===== src/rtl/day_2_range_parser_pkg.sv =====
// Shared types and character constants for the Day 2 range parser.
package day2_pkg;

  typedef struct packed {
    logic [63:0] lo;
    logic [63:0] hi;
  } range_t;

  localparam logic [7:0] CH_0     = 8'h30;
  localparam logic [7:0] CH_9     = 8'h39;
  localparam logic [7:0] CH_DASH  = 8'h2D;
  localparam logic [7:0] CH_COMMA = 8'h2C;
  localparam logic [7:0] CH_LF    = 8'h0A;
  localparam logic [7:0] CH_CR    = 8'h0D;
  localparam logic [7:0] CH_SP    = 8'h20;

  typedef enum logic [1:0] {
    ST_LO    = 2'd0,
    ST_HI    = 2'd1,
    ST_FLUSH = 2'd2,
    ST_DONE  = 2'd3
  } state_e;

  function automatic logic is_digit(input logic [7:0] c);
    return (c >= CH_0) && (c <= CH_9);
  endfunction

endpackage


===== src/rtl/day_2_range_parser_range_fifo.sv =====
// Synchronous range_t FIFO; the head holds its last popped value while empty.
module range_fifo
  import day2_pkg::*;
#(
  parameter int DEPTH = 4
) (
  input  logic   clk,
  input  logic   rst,
  input  logic   push,
  input  range_t push_data,
  input  logic   pop,
  output logic   full,
  output logic   empty,
  output range_t head
);

  localparam int AW = $clog2(DEPTH);

  logic [AW:0] wr_ptr_q, wr_ptr_d;
  logic [AW:0] rd_ptr_q, rd_ptr_d;
  range_t      last_q, last_d;
  range_t      mem_q [DEPTH];
  logic        do_push, do_pop;

  assign empty = (wr_ptr_q == rd_ptr_q);
  assign full  = (wr_ptr_q[AW] != rd_ptr_q[AW]) &&
                 (wr_ptr_q[AW-1:0] == rd_ptr_q[AW-1:0]);

  assign do_push = push && !full;
  assign do_pop  = pop && !empty;

  assign head = empty ? last_q : mem_q[rd_ptr_q[AW-1:0]];

  always_comb begin
    wr_ptr_d = wr_ptr_q;
    rd_ptr_d = rd_ptr_q;
    last_d   = last_q;
    if (do_push) wr_ptr_d = wr_ptr_q + 1'b1;
    if (do_pop) begin
      rd_ptr_d = rd_ptr_q + 1'b1;
      last_d   = mem_q[rd_ptr_q[AW-1:0]];
    end
  end

  always_ff @(posedge clk) begin
    if (rst) begin
      wr_ptr_q <= '0;
      rd_ptr_q <= '0;
      last_q   <= '0;
    end else begin
      wr_ptr_q <= wr_ptr_d;
      rd_ptr_q <= rd_ptr_d;
      last_q   <= last_d;
    end
  end

  always_ff @(posedge clk) begin
    if (do_push) mem_q[wr_ptr_q[AW-1:0]] <= push_data;
  end

endmodule


===== src/rtl/day_2_range_parser.sv =====
// ASCII "lo-hi,..." stream to 64-bit range pairs through a small FIFO.
// Optional DAY2_RANGE_CHECK_EN adds overflow and lo>hi checking.
//
// state | meaning
// LO    | accumulating the start value
// HI    | accumulating the end value
// FLUSH | input finished, waiting for the FIFO to drain
// DONE  | terminal until rst
module day_2_range_parser
  import day2_pkg::*;
#(
  parameter int FIFO_DEPTH = 4,
  parameter int COUNT_W    = 16
) (
  input  logic               clk,
  input  logic               rst,
  input  logic               in_valid,
  output logic               in_ready,
  input  logic [7:0]         in_data,
  input  logic               in_last,
  output logic               out_valid,
  input  logic               out_ready,
  output logic [63:0]        out_lo,
  output logic [63:0]        out_hi,
  output logic [COUNT_W-1:0] range_count,
  output logic               err,
  output logic               done
);

  state_e             state_q, state_d;
  logic [63:0]        acc_q, acc_d;
  logic               seen_q, seen_d;
  logic [63:0]        lo_q, lo_d;
  logic               err_q, err_d;
  logic [COUNT_W-1:0] count_q, count_d;

  logic        accept;
  logic        try_push, push;
  logic [63:0] pair_hi;
  logic        fifo_full, fifo_empty;
  range_t      fifo_head, push_data;
  logic [63:0] acc_next_digit;
`ifdef DAY2_RANGE_CHECK_EN
  logic [67:0] acc_wide;
  logic        acc_ovf;
`endif

  assign in_ready = ((state_q == ST_LO) || (state_q == ST_HI)) && !fifo_full;
  assign accept   = in_valid && in_ready;

  // Digits 0-9 carry their value in the low nibble of the ASCII code.
`ifdef DAY2_RANGE_CHECK_EN
  assign acc_wide       = {4'b0, acc_q} * 68'd10 + {64'b0, in_data[3:0]};
  assign acc_next_digit = acc_wide[63:0];
  assign acc_ovf        = |acc_wide[67:64];
`else
  assign acc_next_digit = (acc_q << 3) + (acc_q << 1) + {60'b0, in_data[3:0]};
`endif

  always_comb begin
    state_d  = state_q;
    acc_d    = acc_q;
    seen_d   = seen_q;
    lo_d     = lo_q;
    err_d    = err_q;
    count_d  = count_q;
    try_push = 1'b0;
    push     = 1'b0;
    pair_hi  = acc_q;

    if (state_q == ST_FLUSH && fifo_empty) state_d = ST_DONE;

    if (accept) begin
      if (is_digit(in_data)) begin
        acc_d  = acc_next_digit;
        seen_d = 1'b1;
`ifdef DAY2_RANGE_CHECK_EN
        if (acc_ovf) err_d = 1'b1;
`endif
      end else if (in_data == CH_DASH) begin
        if (state_q == ST_LO && seen_q) begin
          lo_d    = acc_q;
          state_d = ST_HI;
          acc_d   = '0;
          seen_d  = 1'b0;
        end else begin
          err_d = 1'b1;
        end
      end else if (in_data == CH_COMMA || in_data == CH_LF) begin
        if (state_q == ST_HI && seen_q) begin
          pair_hi  = acc_q;
          try_push = 1'b1;
          state_d  = ST_LO;
          acc_d    = '0;
          seen_d   = 1'b0;
        end else if (!(state_q == ST_LO && !seen_q)) begin
          err_d   = 1'b1;
          state_d = ST_LO;
          acc_d   = '0;
          seen_d  = 1'b0;
        end
      end else if (in_data != CH_CR && in_data != CH_SP) begin
        err_d = 1'b1;
      end

      // A separator push and an implicit end-of-input push are exclusive:
      // a separator always leaves the parser in LO.
      if (in_last) begin
        if (state_d == ST_HI && seen_d) begin
          pair_hi  = acc_d;
          try_push = 1'b1;
        end else if (state_d == ST_HI || seen_d) begin
          err_d = 1'b1;
        end
        state_d = ST_FLUSH;
        acc_d   = '0;
        seen_d  = 1'b0;
      end
    end

`ifdef DAY2_RANGE_CHECK_EN
    if (try_push && (lo_q > pair_hi)) err_d = 1'b1;
    else                              push  = try_push;
`else
    push = try_push;
`endif

    if (push && count_q != {COUNT_W{1'b1}}) count_d = count_q + 1'b1;
  end

  always_ff @(posedge clk) begin
    if (rst) begin
      state_q <= ST_LO;
      acc_q   <= '0;
      seen_q  <= 1'b0;
      lo_q    <= '0;
      err_q   <= 1'b0;
      count_q <= '0;
    end else begin
      state_q <= state_d;
      acc_q   <= acc_d;
      seen_q  <= seen_d;
      lo_q    <= lo_d;
      err_q   <= err_d;
      count_q <= count_d;
    end
  end

  assign push_data = '{lo: lo_q, hi: pair_hi};

  range_fifo #(
    .DEPTH(FIFO_DEPTH)
  ) u_fifo (
    .clk       (clk),
    .rst       (rst),
    .push      (push),
    .push_data (push_data),
    .pop       (out_ready),
    .full      (fifo_full),
    .empty     (fifo_empty),
    .head      (fifo_head)
  );

  assign out_valid   = !fifo_empty;
  assign out_lo      = fifo_head.lo;
  assign out_hi      = fifo_head.hi;
  assign range_count = count_q;
  assign err         = err_q;
  assign done        = (state_q == ST_DONE);

endmodule


===== config.mk =====
export PLATFORM = sky130hd
export DESIGN_NAME = day_2_range_parser
export DESIGN_NICKNAME = d
export VERILOG_FILES = /design/src/rtl/day_2_range_parser_pkg.sv /design/src/rtl/day_2_range_parser_range_fifo.sv /design/src/rtl/day_2_range_parser.sv
export SDC_FILE = /design/constraint.sdc
export NUM_CORES = 1
export LEC_CHECK = 0
export BUFFER_PORTS_ARGS = -buffer_cell sky130_fd_sc_hd__buf_2
export CAP_MARGIN = 20
export CORE_UTILIZATION = 56
export DETAILED_ROUTE_END_ITERATION = 8
export PLACE_DENSITY = 0.83
export SLEW_MARGIN = 30
export SYNTH_ARGS = -nofsm -noshare
export SYNTH_HDL_FRONTEND = slang
export SYNTH_SLANG_ARGS = --single-unit

===== constraint.sdc =====
create_clock -name clk -period 3.9 [get_ports clk]
set_clock_uncertainty 0.15 [all_clocks]
set_input_delay 0.195 -clock clk [delete_from_list [all_inputs] [get_ports clk]]
set_output_delay 0.195 -clock clk [all_outputs]
set_load 0.1 [all_outputs]

Yosys cells after proc, flatten, opt, wreduce, memory -nomap -nowiden
Memories as Yosys holds them, arrays and structs flattened. A register that Yosys moved wholly into a read port is not among the register bits. Cells that the tools add are included.

Output and inout port bits: 148. Register bits: 282. Logic and storage cells: 103. Memories kept: 1. Memory bits (read-only): 0. RAM bits: 512. Bits in latches: 0.

Reduce and logical (&&, ||, !) cells: 21. Add/subtract/negate cells: 5. Bitwise operators: 1. Order comparisons: 2. Mux-type cells: 50. Shifts and indexed selects: 0. Div/mod/pow operators: 0. Multiply operators: 0. Equality and inequality tests: 13.

Memory list: u_fifo.mem_q (depth 4, width 128, read ports 1, clocked after Yosys merged registers in 1, write ports 1, RTL line day_2_range_parser_range_fifo.sv:22) `range_t mem_q [DEPTH];`.

Operators with widths (number): 2-to-1 mux 64 bit (10); 2-to-1 mux 128 bit (1); adder 64 x 4 -> 64 bit (1); adder 64 bit (1); 2-to-1 mux 1 bit (27); 2-to-1 mux 2 bit (12); adder 16 x 1 -> 16 bit (second input constant) (1); equality test 8 x 6 -> 1 bit (second input constant) (2); != test 16 bit (second input constant) (1); logical AND 1 bit (13); equality test 8 x 4 -> 1 bit (second input constant) (1); >= comparator 8 x 6 -> 1 bit (second input constant) (1); <= comparator 8 x 6 -> 1 bit (second input constant) (1); != test 8 x 4 -> 1 bit (second input constant) (1); != test 8 x 6 -> 1 bit (second input constant) (1); adder 3 x 1 -> 3 bit (second input constant) (2); equality test 2 x 1 -> 1 bit (second input constant) (2); equality test 2 bit (second input constant) (2); AND reduction 4 bit (1); equality test 3 bit (1); zero test 1 bit (3); logical OR 1 bit (3); equality test 2 bit (1); zero test 2 bit (1); other kinds (2) (2).

Longest topological paths before layout
Gate-level depths: netlist of the first run.

Word-level depth: 17. Mapped depth: 15. Gate-level depth less buffers: 14.

Modules after synthesis
A second synthesis of the first run with hierarchy kept.

Cell total of the unflattened synthesis: 2787. Area, all modules: 36201.0 um^2.

Modules (own cells, without submodules): range_fifo (cells an instance 1420, sequential area each 18097.4 um^2, times used 1, area each 25619.6 um^2); day_2_range_parser (cells an instance 1367, sequential area each 2962.8 um^2, times used 1, area each 10581.4 um^2).

Least setup slack after synthesis of the first run
No wires, ideal clock.

Path kind: input to register. From: input port in_data[5]. To: memory u_fifo.mem_q[3][0] (netlist bit), enable pin. Arrival time: 3.230 ns. Buffers on the path: 1. Stages: 6. Library setup time: 0.431 ns. Slack: 0.089 ns. Data required time: 3.319 ns. Cells stage by stage: buf_6 > or3b_4 > a2111oi_4 > and4_4 > a31oi_4 > and2b_2.

Word-level cells in the longest chain between the ends: 14. Elaborated cells between the ends (all ways): 26. Those cells by class: 2 x order compare; 4 x eq/ne; 16 x mux; 4 x reduce/logical.

Ends and longest elaborated chain: from (decl) (RTL line day_2_range_parser.sv:19) `input logic [7:0] in_data,`; branches (longest 9 deep; another with >= comparator 8 x 6 -> 1 bit); 2-to-1 mux 1 bit * (RTL line day_2_range_parser.sv:108) `if (in_last) begin`; 2-to-1 mux 1 bit * (RTL line day_2_range_parser.sv:73) `if (accept) begin`; logical AND 1 bit * (RTL line day_2_range_parser_range_fifo.sv:29) `assign do_push = push && !full;`; 2-to-1 mux 1 bit * (RTL line day_2_range_parser_range_fifo.sv:58) `if (do_push) mem_q[wr_ptr_q[AW-1:0]] <= push_data;`; 2-to-1 mux 1 bit (not written as such) * (RTL line day_2_range_parser_range_fifo.sv:58); to (decl) (RTL line day_2_range_parser_range_fifo.sv:22).

Every way passes the cells marked *. The select of a mux whose other input is x is not followed.

Worst setup path after layout of the first run
From: register acc_q[2]. To: memory u_fifo.mem_q[0][48] (netlist bit), data pin.

Word-level cells in the longest chain between the ends: 6.

Ends and longest elaborated chain: from (decl) (RTL line day_2_range_parser.sv:31) `logic [63:0] acc_q, acc_d;`; from (signal assigned) (RTL line day_2_range_parser.sv:134) `acc_q <= '0;`; from (signal assigned) (RTL line day_2_range_parser.sv:141) `acc_q <= acc_d;`; adder 64 bit (RTL line day_2_range_parser.sv:57) `assign acc_next_digit = (acc_q << 3) + (acc_q << 1) + {60'b0, in_data[3:0]};`; adder 64 x 4 -> 64 bit (RTL line day_2_range_parser.sv:57); 2-to-1 mux 64 bit (RTL line day_2_range_parser.sv:74) `if (is_digit(in_data)) begin`; 2-to-1 mux 64 bit (RTL line day_2_range_parser.sv:109) `if (state_d == ST_HI && seen_d) begin`; 2-to-1 mux 64 bit (RTL line day_2_range_parser.sv:108); 2-to-1 mux 64 bit (RTL line day_2_range_parser.sv:73); net pair_hi[48] (RTL line day_2_range_parser.sv:39) `logic [63:0] pair_hi;`.

The timed path passes the listed nets, and every way through them passes these cells.

==> results.txt, run 1 <==
status: completed
total core area: 62,200 sq um
WS Path Type: flip-flop to flip-flop
Final setup viols: 0
Final Hold Fails: 0
CTS tree: done
multi-input logic area: 13,900 sq um
mapped cell area: 35,500 sq um
crit-path max FO: 4
CP bufs+invs: 5
worst vdd ir: 0.000415 V
fmax: 258 MHz
CTS H-tree depth: 3
Pre-antenna DRT Iters: 6
DRC viols: 0
Synth Register Bits: 796
headroom to the max-slew limit: 29.2%
adder-cell area share of the yosys netlist: 4.63%
Crit path max-delay family: compound AO/OA/AOI/OAI gates
Hold Crit Class: primary input to flip-flop
register area share after synthesis: 59.4%
total grt overflow: 0
dpl hpwl: 59,500 um
Starting Density: 57.1%
Cell variety after synth: 79
min Tclk post-route: 3870 ps
setup ws final: 26.3 ps
Via Count: 24,900
die width: 254 um
Post-layout nets: 3,239
FFs w/ async S/R, synth: 0%
largest family of logic cells by synthesized area: multiplexers
crit-path cells: inv_2 > fa_1 > inv_2 > fa_2 > a211oi_2 > nor2_2 > a31oi_1 > buf_4 > a21oi_4 > o21a_1 > a31oi_1 > buf_4 > and2_4 > buf_12 > o311ai_4 > xor2_1 > mux2_4
Crit path depth: 17
Most used DFF post-synth: edfxtp_1
Cells after DPL: 3,840
Synth Area in Compound Gates: 9.16%
Clock Latency Late Sink: 650 ps
# rows: 91
Cell Area, Placed: 38,100 sq um
design area: 41,200 sq um
data arrival time of the worst path: 4100 ps
placer congestion estimate: 0.951
final core utilization: 66.2%
IO buf count: 160
first-pass GRT wire length: 142,000 um
CP max-delay cell: fa_1
fin cells: 4,004
Clock Path Buffers: 3
full die area: 64,400 sq um
Final ANT Viol Nets: 0
Mapped Nets: 2,999
number of synthesis warnings: 0
register area: 21,100 sq um
worst-margin pin slew: 1060 ps
WL per Instance: 23.5 um
Gate Count Post-Synth: 2,856
CTS sink count: 796
path depth of the worst reg2reg path: 17
RSZ-0062 raised after global routing: yes
Root Buffer: clkbuf_16
Global Route Usage Sum: 29.1%
Die H: 254 um
Worst path max stage delay: 510 ps
FILL cells: 4,238
max-slew violations: 0
Worst Setup Start Kind: flip-flop
Pwr per Cell Area: 409 nW/um^2
number of global-route vias before repair: 24,300
Place WS: -297 ps
Synth Area in Simple Gates: 9.89%
I/O pin count: 161
Tot Pwr: 0.0168 W
Hold Path Depth: 4
Setup crit end kind: flip-flop
antenna violations before repair: 4
Leakage: 15.4 nW
Post-Synth XOR/XNOR Area: 1.93%
syn avg cell area: 12.4 sq um
WP data required: 4130 ps
EDFF count, synth: 512
Total Wirelength: 94,100 um
CTS Buf Count: 80
clk slew on worst S/H paths: 60 ps
largest net degree at the start of global routing: 112
DR vias/cell: 6.23
MaxCap Viol Count: 0
share of cells above drive strength 1: 25.2%
DR iter-0 viols: 2,776
crit share post-route: 99.3%
Synth-to-Final Area Change: 16.0%
mux cell area share after synthesis: 12.8%
==> cells in the final DEF, fill, tap and decap left out, drive strengths merged, types with 7 or more instances in the layout <==
cell / count
o21bai: 11
a22oi: 22
nand2: 591
clkbuf: 101
buf: 325
nor2: 118
a21oi: 287
nor3: 13
and3: 16
o21a: 9
mux4: 128
clkinv: 33
edfxtp: 512
a211oi: 11
xnor2: 40
xor2: 38
ha: 128
bufinv: 7
and2: 8
nand3: 23
a22o: 24
o31ai: 12
nor2b: 9
o21ai: 84
nand4: 25
and4: 7
mux2: 142
dfxtp: 284
inv: 28
a21o: 29
==> registers in the layout, indices dropped and copies added (netlist names), named ones only <==
signal           flops
state_q              2
lo_q                64
u_fifo.wr_ptr_q      3
range_count         16
u_fifo.rd_ptr_q      3
u_fifo.mem_q       512
acc_q               64
err                  1
u_fifo.last_q      128
seen_q               1
==> metal layers <==
| layer | GRT usage [%] | share of wire [%] | vias up | routed length [um] |
|---|---|---|---|---|
| met1 | 41.5 | 42 | 12400 | 39500 |
| met2 | 46.3 | 47 | 1302 | 44300 |
| li1 | - | - | 11000 | - |
| met3 | 4.29 | 8.2 | 199 | 7680 |
| met4 | 9.26 | 2.7 | 0 | 2570 |
| met5 | 0 | 0 | - | 0 |
==> synthesized netlist by cell type, types with 4 or more instances <==
cell type | n | area, sq um
nor2b_1 | 8 | 50.1
a32oi_1 | 5 | 43.8
and2_1 | 8 | 50.1
a21oi_1 | 286 | 1430
ha_1 | 128 | 1600
a21o_1 | 29 | 218
o21ai_0 | 82 | 410
o21a_1 | 9 | 67.6
xor2_1 | 38 | 333
edfxtp_1 | 512 | 15400
or3_1 | 5 | 31.3
and3_1 | 14 | 87.6
mux2_2 | 142 | 1600
nor4_1 | 5 | 31.3
clkbuf_1 | 145 | 544
nand3_1 | 23 | 115
nand3b_1 | 5 | 37.5
a22oi_1 | 22 | 165
buf_2 | 5 | 25.0
o31ai_1 | 12 | 90.1
a31oi_1 | 5 | 31.3
mux4_2 | 128 | 2880
a211oi_1 | 11 | 82.6
a41oi_1 | 4 | 35.0
nor3_1 | 13 | 65.1
a22o_1 | 24 | 210
o21bai_1 | 11 | 82.6
nand2_1 | 591 | 2220
and4_1 | 5 | 43.8
nand4_1 | 25 | 156
inv_1 | 23 | 86.3
and2b_2 | 4 | 35.0
xnor2_1 | 40 | 350
nand2b_1 | 5 | 31.3
mux2i_1 | 5 | 50.1
dfxtp_1 | 284 | 5690
buf_1 | 17 | 63.8
nor2_1 | 117 | 439
==> area by class of cell <==
type	instances	share of cell area, %
Antenna cell	3	0.0182
Clock buffer	100	5.22
Clock inverter	50	1.20
Inverter	24	0.219
Multi-Input combinational cell	1862	33.8
Sequential cell	796	51.2
Tap cell	837	2.54
Timing Repair Buffer	332	5.80
==> stage by stage <==
step,TNS (ps),hold WS (ps)
floorplan,0,208
global placement,-4120,289
detailed placement,-6740,295
CTS,-7.15,19.1
global route,-2390,59.8
finish,0,42.7
==> power by group <==
part	leakage (nW)	internal, W	switching [W]	total (W)
clock network	1.28	0.00442	0.00333	0.00775
registers	7.19	0.00886	0.00000845	0.00887
logic	6.97	0.0000436	0.000165	0.000208
total	15.4	0.0133	0.00351	0.0168
==> worst register-to-register path: stages (launching register included) <==
cell,delay (ps)
dfxtp_2,330
inv_2,50
fa_1,510
inv_2,60
fa_2,400
a211oi_2,250
nor2_2,70
a31oi_1,200
buf_4,170
a21oi_4,50
o21a_1,210
a31oi_1,170
buf_4,140
and2_4,160
buf_12,110
o311ai_4,80
xor2_1,200
mux2_4,300
==> cell families after synthesis <==
logic type,after synthesis
AND/OR/NAND/NOR,841
flip-flops,796
AO/OA/AOI/OAI,538
multiplexers,275
buffers and inverters,198
adder cells (fa/ha/maj),130
XOR/XNOR,78
==> worst paths after layout <==
| check | from | to | slack (ps) |
|---|---|---|---|
| min reg2reg | u_fifo.last_q[50]$_SDFFE_PP0P_ | u_fifo.last_q[50]$_SDFFE_PP0P_ | 300 |
| min | out_ready | u_fifo.last_q[97]$_SDFFE_PP0P_ | 40 |
| max reg2reg | acc_q[2]$_SDFFE_PP0P_ | u_fifo.mem_q[0][48]$_DFFE_PP_ | 30 |
| max | acc_q[2]$_SDFFE_PP0P_ | u_fifo.mem_q[0][48]$_DFFE_PP_ | 30 |
==> what timing repair did <==
item,CTS,global route
hold buffers,6,0
endpoints found under the hold margin,14,0
pin swaps,8,29
resized for setup,20,53
setup buffers,0,5
endpoints found under the setup margin,62,124
Note: power is estimated with default switching activity, not from simulation.
==> inputs of run 2 (changes only) <==
--- a/config.mk
+++ b/config.mk
@@ -10,6 +10,7 @@
 export CORE_UTILIZATION = 56
 export DETAILED_ROUTE_END_ITERATION = 8
 export PLACE_DENSITY = 0.83
+export REMOVE_ABC_BUFFERS = 1
 export SLEW_MARGIN = 30
 export SYNTH_ARGS = -nofsm -noshare
 export SYNTH_HDL_FRONTEND = slang
==> run 2 against run 1 <==
Compared with the run above: highest routed layer unchanged; largest cell class unchanged; combinational power down 2%; non-clock buffer count down 53; global-route usage down 2.7 points; critical path type unchanged; register-to-register slack better by 97 ps; final cell count down 1.4%; via count down 4.2%; critical endpoint is now u_fifo.mem_q[2][63]$_DFFE_PP_; hold slack worse by 6.0 ps; count of clock-buffer cells in the layout up 6.
==> results.txt, run 2 (synthesized netlist as in run 1, its figures left out) <==
total grt overflow: 0 (unchanged)
total core area: 62,200 sq um (unchanged)
Final ANT Viol Nets: 0 (unchanged)
R2R Setup Slk: 120 ps (+100 ps)
commonest non-fill, non-tap cell in the layout: nand2_1
worst hold path endpoint: acc_q[2]$_SDFFE_PP0P_
MaxCap Viol Count: 0 (unchanged)
hold path startpoint: in_data[2]
Hold WS: 36.7 ps (-6.00 ps)
Setup crit end kind: flip-flop
IO buf count: 160 (unchanged)
CP max-delay cell: dfxtp_2
data arrival time of the worst path: 3980 ps (-120 ps)
Worst path max stage delay: 350 ps (-160 ps)
Pwr per Cell Area: 417 nW/um^2 (+1.9%)
most frequent cells in the layout: 590 x nand2_1, 512 x edfxtp_1, 282 x a21oi_1
headroom to the max-slew limit: 33.9% (+4.7 points)
worst vdd ir: 0.000309 V (-26%)
status: completed
crit-path max FO: 5 (+1)
CTS Buf Count: 81 (+1.3%)
R2R Path End: u_fifo.mem_q[2][63]$_DFFE_PP_
Via Count: 23,900 (-4.2%)
die width: 254 um (unchanged)
max-slew violations: 0 (unchanged)
FF-to-FF Start: acc_q[14]$_SDFFE_PP0P_
setup ws final: 123 ps (+96.9 ps)
Die H: 254 um (unchanged)
Clock Path Buffers: 3 (unchanged)
WL per Instance: 21.4 um (-8.9%)
number of global-route vias before repair: 24,200 (-0.57%)
full die area: 64,400 sq um (unchanged)
Hold Path Depth: 5 (+1)
WS Path Type: flip-flop to flip-flop
worst-margin pin slew: 992 ps (-66.4 ps)
antenna violations before repair: 1 (-3)
I/O pin count: 161 (unchanged)
Clock Latency Late Sink: 630 ps (-20 ps)
Largest register FFs: 512 (unchanged)
Pre-antenna DRT Iters: 6 (unchanged)
FILL cells: 4,343 (+2.5%)
share of cells above drive strength 1: 24.0% (-1.2 points)
clk slew on worst S/H paths: 70 ps (about the same)
largest net degree at the start of global routing: 125 (+12%)
DRC viols: 0 (unchanged)
Global Route Usage Sum: 26.4% (-2.7 points)
WP data required: 4100 ps (-30 ps)
crit-path cells: ha_1 > ha_1 > and4_1 > and4_2 > o2111ai_4 > a211oi_2 > buf_4 > o21ai_1 > a211oi_2 > buf_4 > o21ai_2 > o31ai_2 > xor2_1 > o21ai_2
Hold Crit Class: primary input to flip-flop
min Tclk post-route: 3780 ps (-96.9 ps)
dpl hpwl: 54,800 um (-7.9%)
Synth-to-Final Area Change: 14.8%
Place WS: -345 ps (-48.3 ps)
fin cells: 3,948 (-1.4%)
Final setup viols: 0 (unchanged)
Leakage: 15.2 nW (-1.9%)
# rows: 91 (unchanged)
Final Hold Fails: 0 (unchanged)
CTS H-tree depth: 3 (unchanged)
Post-layout nets: 3,187 (-1.6%)
path depth of the worst reg2reg path: 14 (-3)
CTS sink count: 796 (unchanged)
DR vias/cell: 6.05 (-2.9%)
fmax: 265 MHz (+2.6%)
first-pass GRT wire length: 132,000 um (-7.0%)
multi-input logic area: 13,800 sq um (-0.60%)
placer congestion estimate: 0.934 (-1.7%)
Total Wirelength: 84,500 um (-10%)
CTS tree: done
register area: 21,100 sq um (about the same)
Worst Setup Start Kind: flip-flop
Root Buffer: clkbuf_16
DR iter-0 viols: 1,994 (-28%)
Cells after DPL: 3,789 (-1.3%)
Starting Density: 57.1% (unchanged)
setup tns final: 0 ps (unchanged)
crit share post-route: 96.8% (-2.5 points)
[run 2: how the worst max path moves through the flow]
| stage | to | cells past startpoint | slack [ps] | from |
|---|---|---|---|---|
| after floorplan | flip-flop | 5 | -4850 | u_fifo.wr_ptr_q[0]$_SDFFE_PP0P_ |
| after global placement | u_fifo.mem_q[2][63]$_DFFE_PP_ | 17 | -230 | in_data[3] |
| after detailed placement | u_fifo.mem_q[3][63]$_DFFE_PP_ | 17 | -350 | in_data[3] |
| after CTS | u_fifo.mem_q[3][61]$_DFFE_PP_ | 16 | 1 | acc_q[0]$_SDFFE_PP0P_ |
| after global routing | u_fifo.mem_q[0][60]$_DFFE_PP_ | 14 | -30 | acc_q[10]$_SDFFE_PP0P_ |
| final | u_fifo.mem_q[2][63]$_DFFE_PP_ | 14 | 120 | acc_q[14]$_SDFFE_PP0P_ |
[run 2: cell type report]
cell class / count / share of cell area [%]
diodes: 1 / 0.00614
clock buffers: 106 / 5.43
inverters: 24 / 0.221
multi-input cells: 1862 / 33.9
well taps: 837 / 2.57
flip-flops and latches: 796 / 51.7
clock inverters: 43 / 1.24
repair buffers: 279 / 4.86
[run 2: power breakdown]
group / internal, W / leakage (nW) / switching [W]
clock: 0.00469 / 1.33 / 0.00323
sequential: 0.00886 / 7.20 / 0.00000500
combinational: 0.0000438 / 6.63 / 0.000160
[run 2: timing repair]
| item | CTS | global route |
|---|---|---|
| endpoints found under the hold margin | 16 | 0 |
| resized for setup | 12 | 46 |
| cloned | 0 | 0 |
| hold buffers | 6 | 0 |
| setup buffers | 0 | 3 |
| pin swaps | 3 | 13 |
| setup endpoints to repair | 49 | 121 |
[run 2: per-layer routing]
metal	vias to the layer above	part of all wire, %	track usage [%]
li1	10900	-	-
met1	12000	41	34.5
met2	839	51	45.7
met3	163	5.4	3.35
met4	0	2.5	8.76
met5	-	0	0
[run 2: worst max-delay path, delay by kind of cell (launching register included)]
kind            cells  cell delay [ps]
compound gates      7             1280
xor+xnor            1              270
fa+ha+maj           2              610
buf+inv             2              320
flops               1              350
simple gates        2              530
[run 2: stage by stage]
stage / power [W] / util, % / cell area [sq um]
CTS: 0.0171 / 65.3 / 40600
floorplan: 0.00914 / - / 34800
detailed placement: 0.00924 / 60.7 / 37800
global route: 0.0174 / 65.6 / 40800
global placement: 0.00924 / 60.7 / 37800
finish: 0.0170 / 65.6 / 40800
